**src/rtl/sp_rcv_if.sv**
```systemverilog
// ============================================================================
// Module      : sp_rcv_if
// Description : Receive-word, host-buffer and trigger bundle for sp_rcv_ctrl.
// Revision    : 1.0
// ============================================================================
`default_nettype none

interface sp_rcv_if;
    logic [15:0] rcv_data;
    logic        rcv_strobe;
    logic        buf_space_ok;
    logic        trigger;
    logic        buf_wreq;
    logic [15:0] buf_wdata;
    logic        frame_done;
    logic        frame_abort;
    logic        sync_ok;

    modport master (
        input  rcv_data, rcv_strobe, buf_space_ok,
        output trigger, buf_wreq, buf_wdata, frame_done, frame_abort, sync_ok
    );

    modport slave (
        output rcv_data, rcv_strobe, buf_space_ok,
        input  trigger, buf_wreq, buf_wdata, frame_done, frame_abort, sync_ok
    );
endinterface

`default_nettype wire

```
**src/rtl/sp_rcv_ctrl.sv**
```systemverilog
// ============================================================================
// Module      : sp_rcv_ctrl
// Description : Spectrum receive controller: triggers Mercury, frames words
//               into the host buffer, watchdog-driven resynchronisation.
// Revision    : 1.0
// ============================================================================
`default_nettype none

module sp_rcv_ctrl #(
    parameter int FRAME_LEN     = 4096,
    parameter int GUARD         = 64,
    parameter int TIMEOUT       = 1048576,
    parameter int RESYNC_CYCLES = 262144
) (
    input  wire logic    clk,
    input  wire logic    rst,
    sp_rcv_if.master     bus
);

    localparam int c_cnt_max = (RESYNC_CYCLES > GUARD) ? RESYNC_CYCLES : GUARD;
    localparam int c_cnt_w   = $clog2(c_cnt_max + 1);
    localparam int c_wd_w    = $clog2(TIMEOUT + 1);
    localparam int c_wc_w    = $clog2(FRAME_LEN + 1);

    localparam logic [c_cnt_w-1:0] c_resync_last = c_cnt_w'(RESYNC_CYCLES - 1);
    localparam logic [c_cnt_w-1:0] c_guard_last  = c_cnt_w'(GUARD - 1);
    localparam logic [c_cnt_w-1:0] c_cnt_one     = c_cnt_w'(1);
    localparam logic [c_wd_w-1:0]  c_wd_last     = c_wd_w'(TIMEOUT - 1);
    localparam logic [c_wd_w-1:0]  c_wd_one      = c_wd_w'(1);
    localparam logic [c_wc_w-1:0]  c_frame_len   = c_wc_w'(FRAME_LEN);
    localparam logic [c_wc_w-1:0]  c_wc_one      = c_wc_w'(1);

    localparam logic [2:0] c_st_resync     = 3'd0;
    localparam logic [2:0] c_st_arm        = 3'd1;
    localparam logic [2:0] c_st_guard      = 3'd2;
    localparam logic [2:0] c_st_wait_first = 3'd3;
    localparam logic [2:0] c_st_recv       = 3'd4;

    logic [2:0]         r_state;
    logic [2:0]         w_next_state;
    logic [c_cnt_w-1:0] r_cnt;
    logic [c_wd_w-1:0]  r_wd;
    logic [c_wc_w-1:0]  r_words;
    logic [c_wc_w-1:0]  w_words_inc;

    logic w_watch;
    logic w_accept;
    logic w_last;
    logic w_expire;
    logic w_state_chg;

    logic w_trigger, w_wreq, w_done, w_abort, w_sync;
    logic r_trigger, r_wreq, r_done, r_abort, r_sync;
    logic [15:0] r_wdata;

    assign w_watch     = (r_state == c_st_guard) || (r_state == c_st_wait_first) ||
                         (r_state == c_st_recv);
    assign w_accept    = bus.rcv_strobe &&
                         ((r_state == c_st_wait_first) || (r_state == c_st_recv));
    assign w_words_inc = (r_state == c_st_wait_first) ? c_wc_one : (r_words + c_wc_one);
    assign w_last      = (w_words_inc == c_frame_len);
    // A strobe on the expiry cycle wins over the watchdog.
    assign w_expire    = w_watch && !bus.rcv_strobe && (r_wd == c_wd_last);
    assign w_state_chg = (w_next_state != r_state);

    // State and counter registers
    always_ff @(posedge clk) begin
        if (rst) begin
            r_state <= c_st_resync;
            r_cnt   <= '0;
            r_wd    <= '0;
            r_words <= '0;
        end else begin
            r_state <= w_next_state;

            if (w_state_chg)
                r_cnt <= '0;
            else if ((r_state == c_st_resync) || (r_state == c_st_guard))
                r_cnt <= r_cnt + c_cnt_one;

            if (!w_watch || bus.rcv_strobe || w_state_chg)
                r_wd <= '0;
            else
                r_wd <= r_wd + c_wd_one;

            if (w_accept && !w_last)
                r_words <= w_words_inc;
            else if (w_accept || w_state_chg)
                r_words <= '0;
        end
    end

    always_comb begin
        w_next_state = r_state;
        case (r_state)
            c_st_resync: begin
                if (r_cnt == c_resync_last)
                    w_next_state = c_st_arm;
            end
            c_st_arm: begin
                if (bus.buf_space_ok)
                    w_next_state = c_st_guard;
            end
            c_st_guard: begin
                if (w_expire)
                    w_next_state = c_st_resync;
                else if (r_cnt == c_guard_last)
                    w_next_state = c_st_wait_first;
            end
            c_st_wait_first: begin
                if (w_accept)
                    w_next_state = w_last ? c_st_arm : c_st_recv;
                else if (w_expire)
                    w_next_state = c_st_resync;
            end
            c_st_recv: begin
                if (w_accept && w_last)
                    w_next_state = c_st_arm;
                else if (w_expire)
                    w_next_state = c_st_resync;
            end
            default: w_next_state = c_st_resync;
        endcase
    end

    // Trigger follows the state being entered so it drops on the first-word edge.
    always_comb begin
        w_trigger = (w_next_state == c_st_guard) || (w_next_state == c_st_wait_first);
        w_wreq    = w_accept;
        w_done    = w_accept && w_last;
        w_abort   = w_expire;
        w_sync    = r_sync;
        if (w_done)
            w_sync = 1'b1;
        else if (w_expire)
            w_sync = 1'b0;
    end

    always_ff @(posedge clk) begin
        if (rst) begin
            r_trigger <= 1'b0;
            r_wreq    <= 1'b0;
            r_wdata   <= '0;
            r_done    <= 1'b0;
            r_abort   <= 1'b0;
            r_sync    <= 1'b0;
        end else begin
            r_trigger <= w_trigger;
            r_wreq    <= w_wreq;
            r_done    <= w_done;
            r_abort   <= w_abort;
            r_sync    <= w_sync;
            if (w_accept)
                r_wdata <= bus.rcv_data;
        end
    end

    assign bus.trigger     = r_trigger;
    assign bus.buf_wreq    = r_wreq;
    assign bus.buf_wdata   = r_wdata;
    assign bus.frame_done  = r_done;
    assign bus.frame_abort = r_abort;
    assign bus.sync_ok     = r_sync;

endmodule

`default_nettype wire

```
**src/flat_wrapper.sv**
```systemverilog
// flat-port wrapper written by rule: the top's interface ports become plain ports
module sp_rcv_ctrl_flat 
#(
    parameter int FRAME_LEN     = 4096,
    parameter int GUARD         = 64,
    parameter int TIMEOUT       = 1048576,
    parameter int RESYNC_CYCLES = 262144
)
  (clk, rst, bus_rcv_data, bus_rcv_strobe, bus_buf_space_ok, bus_trigger, bus_buf_wreq, bus_buf_wdata, bus_frame_done, bus_frame_abort, bus_sync_ok);
  sp_rcv_if bus_i ();
  input  wire logic clk;
  input  wire logic rst;
  input wire logic [$bits(bus_i.rcv_data)-1:0] bus_rcv_data;
  input wire logic [$bits(bus_i.rcv_strobe)-1:0] bus_rcv_strobe;
  input wire logic [$bits(bus_i.buf_space_ok)-1:0] bus_buf_space_ok;
  output wire logic [$bits(bus_i.trigger)-1:0] bus_trigger;
  output wire logic [$bits(bus_i.buf_wreq)-1:0] bus_buf_wreq;
  output wire logic [$bits(bus_i.buf_wdata)-1:0] bus_buf_wdata;
  output wire logic [$bits(bus_i.frame_done)-1:0] bus_frame_done;
  output wire logic [$bits(bus_i.frame_abort)-1:0] bus_frame_abort;
  output wire logic [$bits(bus_i.sync_ok)-1:0] bus_sync_ok;
  assign bus_i.rcv_data = bus_rcv_data;
  assign bus_i.rcv_strobe = bus_rcv_strobe;
  assign bus_i.buf_space_ok = bus_buf_space_ok;
  assign bus_trigger = bus_i.trigger;
  assign bus_buf_wreq = bus_i.buf_wreq;
  assign bus_buf_wdata = bus_i.buf_wdata;
  assign bus_frame_done = bus_i.frame_done;
  assign bus_frame_abort = bus_i.frame_abort;
  assign bus_sync_ok = bus_i.sync_ok;
  sp_rcv_ctrl #(.FRAME_LEN(FRAME_LEN), .GUARD(GUARD), .TIMEOUT(TIMEOUT), .RESYNC_CYCLES(RESYNC_CYCLES)) u_core (.clk(clk), .rst(rst), .bus(bus_i));
endmodule
```
**config.mk**
```make
export PLATFORM = sky130hd
export DESIGN_NAME = sp_rcv_ctrl_flat
export DESIGN_NICKNAME = d
export VERILOG_FILES = /design/src/rtl/sp_rcv_if.sv /design/src/rtl/sp_rcv_ctrl.sv /design/src/flat_wrapper.sv
export SDC_FILE = /design/constraint.sdc
export NUM_CORES = 1
export LEC_CHECK = 0
export CAP_MARGIN = 5
export CORE_ASPECT_RATIO = 1.4
export CORE_MARGIN = 2
export CORE_UTILIZATION = 50
export DETAILED_ROUTE_END_ITERATION = 10
export HOLD_SLACK_MARGIN = 0.02
export PLACE_DENSITY = 0.73
export SYNTH_ARGS = -nofsm -noshare
export SYNTH_HDL_FRONTEND = slang
export SYNTH_SLANG_ARGS = --single-unit
```
**constraint.sdc**
```tcl
create_clock -name clk -period 2.75 [get_ports clk]
set_input_delay 0.275 -clock clk [delete_from_list [all_inputs] [get_ports clk]]
set_output_delay 0.275 -clock clk [all_outputs]
set_load 0.02 [all_outputs]
```
======== Word level (Yosys, flattened, before mapping) ========
Cells that the tools add are included.
storage, ports and cells
  flip-flop bits (word level) ............. 77
  input bits .............................. 20
  output and inout bits ................... 21
  logic and storage cells ................. 59
operators by class
  add/subtract/negate cells ............... 3
  equality and inequality tests ........... 11
  mux-type cells .......................... 14
  reductions and logical operators ........ 21
operators by type and width
  cell                                                                      count
  13-bit two-way mux                                                        3
  3-bit two-way mux                                                         8
  21-bit by 1-bit adder with 21-bit output (second input constant)          1
  21-bit by 20-bit equality test with 1-bit output (second input constant)  1
  19-bit by 1-bit adder with 19-bit output (second input constant)          1
  19-bit by 18-bit equality test with 1-bit output (second input constant)  1
  19-bit by 6-bit equality test with 1-bit output (second input constant)   1
  3-bit one-hot mux with 5 select lines                                     1
  13-bit by 1-bit adder with 13-bit output (second input constant)          1
  13-bit equality test (second input constant)                              1
  3-bit by 2-bit equality test with 1-bit output (second input constant)    4
  1-bit logical OR                                                          8
  1-bit logical AND                                                         5
  2-bit nonzero test                                                        2
  2-bit OR reduction                                                        2
  3-bit by 1-bit equality test with 1-bit output (second input constant)    1
  3-bit equality test (second input constant)                               1
  1-bit zero test                                                           3
  3-bit zero test                                                           1
  3-bit != test                                                             1
  1-bit two-way mux                                                         2

======== Logic depth before layout (Yosys ltp) ========
Gate-level depths: netlist of the first run.
  depth in word-level cells ............... 12
  gate-level depth with buffers ........... 10
  mapped depth without buffers ............ 8

======== Least setup slack after synthesis of the first run ========
Ideal clock, no wire load.
  kind .................................... flip-flop to flip-flop
  from .................................... register u_core.r_words[0]
  to ...................................... register u_core.r_cnt[18]
  setup time .............................. 115 ps
  arrival ................................. 2553 ps
  required time ........................... 2635 ps
  slack ................................... 82 ps
  stages on the path, launching flop included .. 11
  buffers on the path ..................... 2
  clock period less this slack ............ 2668 ps
  cells stage by stage .................... dfxtp_1 > ha_1 > clkbuf_1 > nor2b_1 > or4_1 > a211o_1 > nor4b_4 > nand3_2 > o21ai_4 > buf_8 > nor2_2
on the way
  cells in the longest elaborated chain, start to end .. 8
  elaborated cells between the ends (all ways) .. 10
  classes of those cells .................. 1 x add/sub; 2 x eq/ne; 5 x mux; 2 x reduce/logical
ends and longest elaborated chain
  item                                                           RTL line                                source
  from (decl)                                                    sp_rcv_ctrl.sv:43                       logic [c_wc_w-1:0] r_words;
  from (signal assigned)                                         sp_rcv_ctrl.sv:87                       r_words <= w_words_inc;
  13-bit by 1-bit adder with 13-bit output (*)                   sp_rcv_ctrl.sv:60                       assign w_words_inc = (r_state == c_st_wait_first) ? c_wc_one : (r_words + c_wc_one);
  13-bit two-way mux (*)                                         sp_rcv_ctrl.sv:60
  13-bit equality test (*)                                       sp_rcv_ctrl.sv:61                       assign w_last = (w_words_inc == c_frame_len);
  3-bit two-way mux / 1-bit logical AND (equally long branches)  sp_rcv_ctrl.sv:112, sp_rcv_ctrl.sv:117
  3-bit two-way mux, on equally long branches                    sp_rcv_ctrl.sv:111, sp_rcv_ctrl.sv:117
  3-bit one-hot mux with 5 select lines (*)                      sp_rcv_ctrl.sv:95                       case (r_state)
  3-bit != test (*)                                              sp_rcv_ctrl.sv:64                       assign w_state_chg = (w_next_state != r_state);
  2-bit OR reduction (no line) (*)                               -
  to (signal assigned)                                           sp_rcv_ctrl.sv:79                       r_cnt <= r_cnt + c_cnt_one;
  to (decl)                                                      sp_rcv_ctrl.sv:41                       logic [c_cnt_w-1:0] r_cnt;
Every way passes the cells marked *; elsewhere a longest branch is shown, timed or not.
A chain may end at the register's enable or synchronous reset.

======== Worst setup path in the final report of the first run ========
  from .................................... register u_core.r_words[1]
  to ...................................... register u_core.r_words[12]
on the way
  cells in the longest elaborated chain, start to end .. 9
  elaborated cells between the ends (all ways) .. 14
  classes of those cells .................. 1 x add/sub; 2 x eq/ne; 6 x mux; 5 x reduce/logical
ends and longest elaborated chain
  item                                                           RTL line                                source
  13-bit by 1-bit adder with 13-bit output (*)                   sp_rcv_ctrl.sv:60
  13-bit two-way mux (*)                                         sp_rcv_ctrl.sv:60
  13-bit equality test                                           sp_rcv_ctrl.sv:61
  3-bit two-way mux / 1-bit logical AND (equally long branches)  sp_rcv_ctrl.sv:112, sp_rcv_ctrl.sv:117
  3-bit two-way mux, on equally long branches                    sp_rcv_ctrl.sv:111, sp_rcv_ctrl.sv:117
  3-bit one-hot mux with 5 select lines                          sp_rcv_ctrl.sv:95
  3-bit != test                                                  sp_rcv_ctrl.sv:64
  1-bit logical OR                                               sp_rcv_ctrl.sv:88                       else if (w_accept || w_state_chg)
  2-bit nonzero test (no line)                                   -
Marks and branches as above.

==> metrics, run 1 <==
Rows=36; WS Path Type=reg2reg; CP Capture Type=register; detailed placer's ending HPWL=5617 um; GR Util All Layers=a little over a fifth; Syn Nets=about 450; CTS tree=built; Cell Pwr Density=459.6 nW/um2; Synth Flop Type=dfxtp_1; final-report max-slew violation count=0; maximum root-to-sink buffer count=2; status=finished clean; routability cong.=0.8700; leakage=1.538 nW; Setup TNS=0 ns; buffers added on ports=40; power consumption=2.012 mW; Worst EP required=3.00 ns; grt ovf=0; post-CTS setup buffer count=0; Inserted Clock Buffers=9; post-synthesis sequential area ratio=~43%; layout cells sized above 1=10.97%; global-route wire length before repair=between 10,000 and 15,000 um; Post-synth EDFFs=0; Worst-Margin Slew=around 0.6 ns; Arr. time, crit path=approximately 2.8 ns; core footprint=6982 um2; final setup vio count=0; via/cell ratio=5.479; YS warnings=0; Avg WL per Cell=13.41 um; htree depth=3; Syn Std Cell Area=3595 um2; Post-Syn Instances=roughly 430; fin nets=501; die area=7893 um2; DR iter-0 viols=148; Die H=104.3 um; max_cap viols=0; Seq cells post-synth=77; hold_ws=0.4569 ns; maximum vdd ir drop=486.0 uV; RSZ-0062 raised after global routing=no; Final Hold Viols=0; HP Class=reg2reg; fmax=387.5 MHz; post-route ant nets=0; worst clock skew=0.008366 ns; Netlist cell types=54; Post-Route WL=7749 um; cts repair resizes=0; clock root buffer=clkbuf_8; FFs w/ async S/R, synth=0%; Max-slew headroom=58.89%; largest net degree at the start of global routing=31; hold buffer count at CTS=0; clock sink count=slightly below 80; I/O pin total=between 40 and 50; vias=roughly 3,200; Layout area overhead=21.79%; post-layout min period=2.581 ns; CP startpoint kind=register; initial antenna violation count=0; Ant. Diodes=0; worst-path fanout max=6; DRC=0; Worst-path clk slew=0.08 ns; die width=about 76 um; worst skew pair latency=approximately 0.35 ns; first drt pass iteration count=4; vias in the first global route=2,901; Initial Utilization=51.49%; fin crit share=a little over nine tenths; Avg Inst Size Synth=approximately 8.4 um2
synth_stat cells (3+ instances only):
cell	instances	share of area, %
nand3_1	21	2.9
nand2_1	54	5.6
xnor2_1	14	3.4
dfxtp_1	77	43
o21ai_0	11	1.5
and2_1	7	1.2
a211oi_1	3	0.63
nor3_1	5	0.70
a311oi_1	4	0.97
nor4_1	7	1.2
inv_1	11	1.1
nor2_2	11	1.9
and4_1	4	0.97
nand4_1	21	3.7
nand2b_1	4	0.70
and3_1	9	1.6
a22o_1	4	0.97
or3_1	3	0.52
ha_1	3	1.0
clkbuf_1	14	1.5
nor2_1	48	5.0
xor2_1	26	6.3
a21oi_1	24	3.3
final cells by class:
type / count / area, um2
sequential: 77 / 1541
inverter: 11 / 41.29
clock buffer: 14 / 182.7
tap: 95 / 118.9
timing repair buffer: 59 / 555.5
fill: 620 / 2604
clock inverter: 2 / 15.01
multi-input combinational: 320 / 1923
final timing paths:
path / start / end / slack [ns] / cells after the start
max: u_core.r_words[1] / u_core.r_words[12] / 0.17 / 8
max reg2reg: u_core.r_words[1] / u_core.r_words[12] / 0.17 / 8
min reg2reg: u_core.bus.buf_wdata[7] / u_core.bus.buf_wdata[7] / 0.46 / 2
min: u_core.bus.buf_wdata[7] / u_core.bus.buf_wdata[7] / 0.46 / 2
per-stage QoR:
| step | utilization [%] | cells | setup WS [ns] | cell area (um2) |
|---|---|---|---|---|
| after floorplan | - | 426 | 0.08164 | 3595 |
| after global placement | 59.87 | 562 | 0.2184 | 4180 |
| after detailed placement | 59.87 | 562 | 0.1717 | 4180 |
| after CTS | 62.71 | 578 | 0.1471 | 4378 |
| after global routing | 62.71 | 578 | 0.04102 | 4378 |
| final | 62.71 | 578 | 0.1692 | 4378 |
sequential cells by signal, indices dropped and copies added, names as in the netlist:
register	cells
u_core.bus.buf_wreq	1
u_core.bus.buf_wdata	16
u_core.r_words	13
u_core.r_cnt	19
u_core.r_wd	21
u_core.bus.frame_abort	1
u_core.r_state	3
u_core.bus.frame_done	1
u_core.bus.trigger	1
u_core.bus.sync_ok	1
power breakdown:
| part | internal, mW | switching (mW) | total, mW |
|---|---|---|---|
| Clock | 0.427 | 0.402 | 0.829 |
| Sequential | 1.12 | 0.00374 | 1.12 |
| Combinational | 0.0357 | 0.0263 | 0.0620 |
cell usage in the layout, fill, tap and decap left out, drive strengths merged, types with 2 or more instances in the layout:
| cell type | Yosys | routed |
|---|---|---|
| nand3 | 22 | 22 |
| a21oi | 25 | 25 |
| a31oi | 2 | 2 |
| nor3 | 7 | 7 |
| a211o | 2 | 2 |
| nor4 | 7 | 7 |
| nor2 | 59 | 59 |
| and2 | 7 | 7 |
| a2111oi | 2 | 2 |
| nand3b | 2 | 2 |
| nand2 | 54 | 54 |
| xor2 | 26 | 26 |
| a22o | 4 | 4 |
| a21boi | 2 | 2 |
| and4 | 4 | 4 |
| nor2b | 2 | 2 |
| ha | 3 | 3 |
| a21o | 2 | 2 |
| dfxtp | 77 | 77 |
| or3 | 3 | 3 |
| inv | 11 | 11 |
| o21ai | 12 | 12 |
| a22oi | 2 | 2 |
| nand2b | 4 | 4 |
| buf | 4 | 19 |
| xnor2 | 14 | 14 |
| a211oi | 3 | 3 |
| a311oi | 4 | 4 |
| or4 | 2 | 2 |
| clkinvlp | 0 | 2 |
| clkdlybuf4s50 | 0 | 40 |
| and3 | 9 | 9 |
| nand4 | 21 | 21 |
| clkbuf | 14 | 14 |
cell families (layout without fill, tap and decap cells):
group,count (synthesis),count (layout),synth area share [%]
flip-flops,77,77,42.88
adder cells (fa/ha/maj),3,3,1.044
multiplexers,1,1,0.2785
XOR/XNOR,40,40,9.746
buffers and inverters,29,86,3.620
AO/OA/AOI/OAI,67,67,12.60
AND/OR/NAND/NOR,209,209,29.83
critical path, stage by stage, from the launching register on:
cell	delay (ns)
dfxtp_1	0.36
ha_1	0.24
nor2b_1	0.15
or4_1	0.55
a211o_1	0.28
nor4b_4	0.32
a21oi_2	0.13
and3_1	0.19
a221o_1	0.25
metal layers:
metal / GRT usage [%] / up-vias / wire (um)
met2: 34.91 / 53 / 3989
met3: 5.039 / 19 / 219
met1: 24.86 / 1497 / 3276
met4: 12.03 / 0 / 263
met5: 0 / - / 0
li1: - / 1598 / -
No activity file was read; power rests on OpenSTA's default activity.
==> run 2: changes to the inputs <==
--- a/config.mk
+++ b/config.mk
@@ -11,7 +11,7 @@
 export CORE_UTILIZATION = 50
 export DETAILED_ROUTE_END_ITERATION = 10
 export HOLD_SLACK_MARGIN = 0.02
-export PLACE_DENSITY = 0.73
+export PLACE_DENSITY = 0.75
 export SYNTH_ARGS = -nofsm -noshare
 export SYNTH_HDL_FRONTEND = slang
 export SYNTH_SLANG_ARGS = --single-unit
==> run 2 against run 1 <==
  * Cell area hardly changed
  * Global-route usage is 0.49 points higher
  * Clock skew is 0.00053 ns higher
  * Die area stayed put
  * First-iteration DRC count is 100% higher
  * Sequential power hardly changed
  * Count of clock-buffer cells in the layout is 3 lower
  * Largest power group unchanged
==> metrics, run 2 (synthesized netlist as in run 1, its figures left out) <==
post-route ant nets=0 (unchanged); final setup vio count=0 (unchanged); Fill cells=614 (-0.97%); area used by multi-input combinational logic=1923 um2 (unchanged); Avg WL per Cell=13.72 um (+2.3%); fmax=389.7 MHz (+0.58%); DR iter-0 viols=299 (+100%); Layout area overhead=21.89% (about the same); initial antenna violation count=0 (unchanged); Worst EP required=3.00 ns (about the same); first drt pass iteration count=5 (+1); worst clock skew=0.008891 ns (+0.0005256 ns); HP Class=reg2reg; worst-path fanout max=6 (unchanged); CP Capture Type=register; largest net degree at the start of global routing=24 (-23%); final cell count without fillers=578 (unchanged); pre-CTS WS=0.1670 ns (-0.004635 ns); global-route wire length before repair=13,500 um (+2.5%); most frequent cells in the layout=dfxtp_1 (76), nand2_1 (54), nor2_1 (48), clkdlybuf4s50_1 (40), xor2_1 (26); post-layout min period=2.566 ns (-0.01479 ns); Rows=36 (unchanged); Initial Utilization=51.49% (unchanged); leakage=1.540 nW (about the same); worst skew pair latency=0.36 ns (about the same); Post-Route WL=7930 um (+2.3%); fin nets=501 (unchanged); die width=75.66 um (unchanged); max reg flops=21 (unchanged); layout cells sized above 1=11.18% (+0.21 points); core footprint=6982 um2 (unchanged); htree depth=3 (unchanged); Worst-path clk slew=0.08 ns (about the same); DRC=0 (unchanged); Cell Pwr Density=468.4 nW/um2 (+1.9%); commonest non-fill, non-tap cell in the layout=dfxtp_1; final-report max-slew violation count=0 (unchanged); max_cap viols=0 (unchanged); Final Hold Viols=0 (unchanged); hold buffer count at CTS=0 (unchanged); clock sink count=77 (unchanged); Ant. Diodes=0 (unchanged); power consumption=2.052 mW (+2.0%); die area=7893 um2 (unchanged); Max-slew headroom=58.20% (-0.68 points); flip-flop and latch area=1543 um2 (about the same); GR Util All Layers=21.93% (+0.49 points); via/cell ratio=5.540 (+1.1%); buffers added on ports=40 (unchanged); clock root buffer=clkbuf_8; Setup TNS=0 ns (unchanged); vias=3,202 (+1.1%); Post-Place Cells=562 (unchanged); fin crit share=93.31% (-0.54 points); Inserted Clock Buffers=9 (unchanged); final setup margin=0.1840 ns (+0.01479 ns); Arr. time, crit path=2.82 ns (about the same); Die H=104.3 um (unchanged); Worst-Margin Slew=0.6111 ns (+0.009968 ns); CP startpoint kind=register; grt ovf=0 (unchanged); Biggest register=u_core.r_wd; status=finished clean; maximum root-to-sink buffer count=2 (unchanged); CTS tree=built; I/O pin total=41 (unchanged); maximum vdd ir drop=347.3 uV (-29%); detailed placer's ending HPWL=5744 um (+2.2%); vias in the first global route=3,048 (+5.1%); WS Path Type=reg2reg; RSZ-0062 raised after global routing=no; routability cong.=0.8819 (+1.4%)
-- run 2: layer usage --
| metal | routed length [um] | global-route usage, % | vias to the layer above |
|---|---|---|---|
| met3 | 334 | 4.554 | 27 |
| li1 | - | - | 1592 |
| met1 | 3310 | 26.86 | 1502 |
| met4 | 269 | 11.03 | 0 |
| met5 | 0 | 0 | - |
| met2 | 4015 | 35.28 | 81 |
-- run 2: layout make-up --
type                       instances  share of cell area [%]
sequential                        77                   35.21
inverter                          11                  0.9423
multi-input combinational        320                   43.89
clock inverter                     5                   1.342
timing repair buffer              59                   12.68
clock buffer                      11                   3.227
tap                               95                   2.713
-- run 2: path summary, 6_finish.rpt --
check / depth (start not counted) / endpoint / startpoint / slack (ns)
setup / recovery: 8 / u_core.r_words[12] / u_core.r_words[1] / 0.18
hold / removal: 2 / u_core.bus.buf_wdata[8] / u_core.bus.buf_wdata[8] / 0.45
setup reg to reg: 8 / u_core.r_words[12] / u_core.r_words[1] / 0.18
hold reg to reg: 2 / u_core.bus.buf_wdata[8] / u_core.bus.buf_wdata[8] / 0.45
-- run 2: power breakdown --
| part | total [mW] | internal [mW] | switching, mW |
|---|---|---|---|
| logic | 0.0629 | 0.0358 | 0.0271 |
| registers | 1.12 | 1.12 | 0.00395 |
| clock network | 0.868 | 0.446 | 0.422 |
-- run 2: through the flow --
step / cell area (um2) / util [%] / hold WS, ns
CTS: 4380 / 62.74 / 0.4516
finish: 4382 / 62.76 / 0.4534
detailed placement: 4180 / 59.87 / 0.4476
global route: 4382 / 62.76 / 0.4792
global placement: 4180 / 59.87 / 0.4415
floorplan: 3595 / - / 0.3667
-- run 2: repair_timing --
item,4_1_cts,5_1_grt
buffers inserted,0,0
resized for setup,0,1
setup endpoints to repair,0,2
-- run 2: critical path, cell delays in order (launching register included) --
cell and delay, ns:
dfxtp_1 0.36, ha_1 0.26, nor2b_1 0.16, or4_1 0.54, a211o_1 0.27, nor4b_4 0.32
a21oi_2 0.11, and3_1 0.19, a221o_1 0.25
==> run 3: changes to the inputs <==
--- a/config.mk
+++ b/config.mk
@@ -5,13 +5,14 @@
 export SDC_FILE = /design/constraint.sdc
 export NUM_CORES = 1
 export LEC_CHECK = 0
-export CAP_MARGIN = 5
+export CAP_MARGIN = 20
 export CORE_ASPECT_RATIO = 1.4
 export CORE_MARGIN = 2
 export CORE_UTILIZATION = 50
 export DETAILED_ROUTE_END_ITERATION = 10
 export HOLD_SLACK_MARGIN = 0.02
 export PLACE_DENSITY = 0.75
+export SLEW_MARGIN = 10
 export SYNTH_ARGS = -nofsm -noshare
 export SYNTH_HDL_FRONTEND = slang
 export SYNTH_SLANG_ARGS = --single-unit
==> results of run 3 <==
Final layout, timing and power as in run 2 (identical DEF).
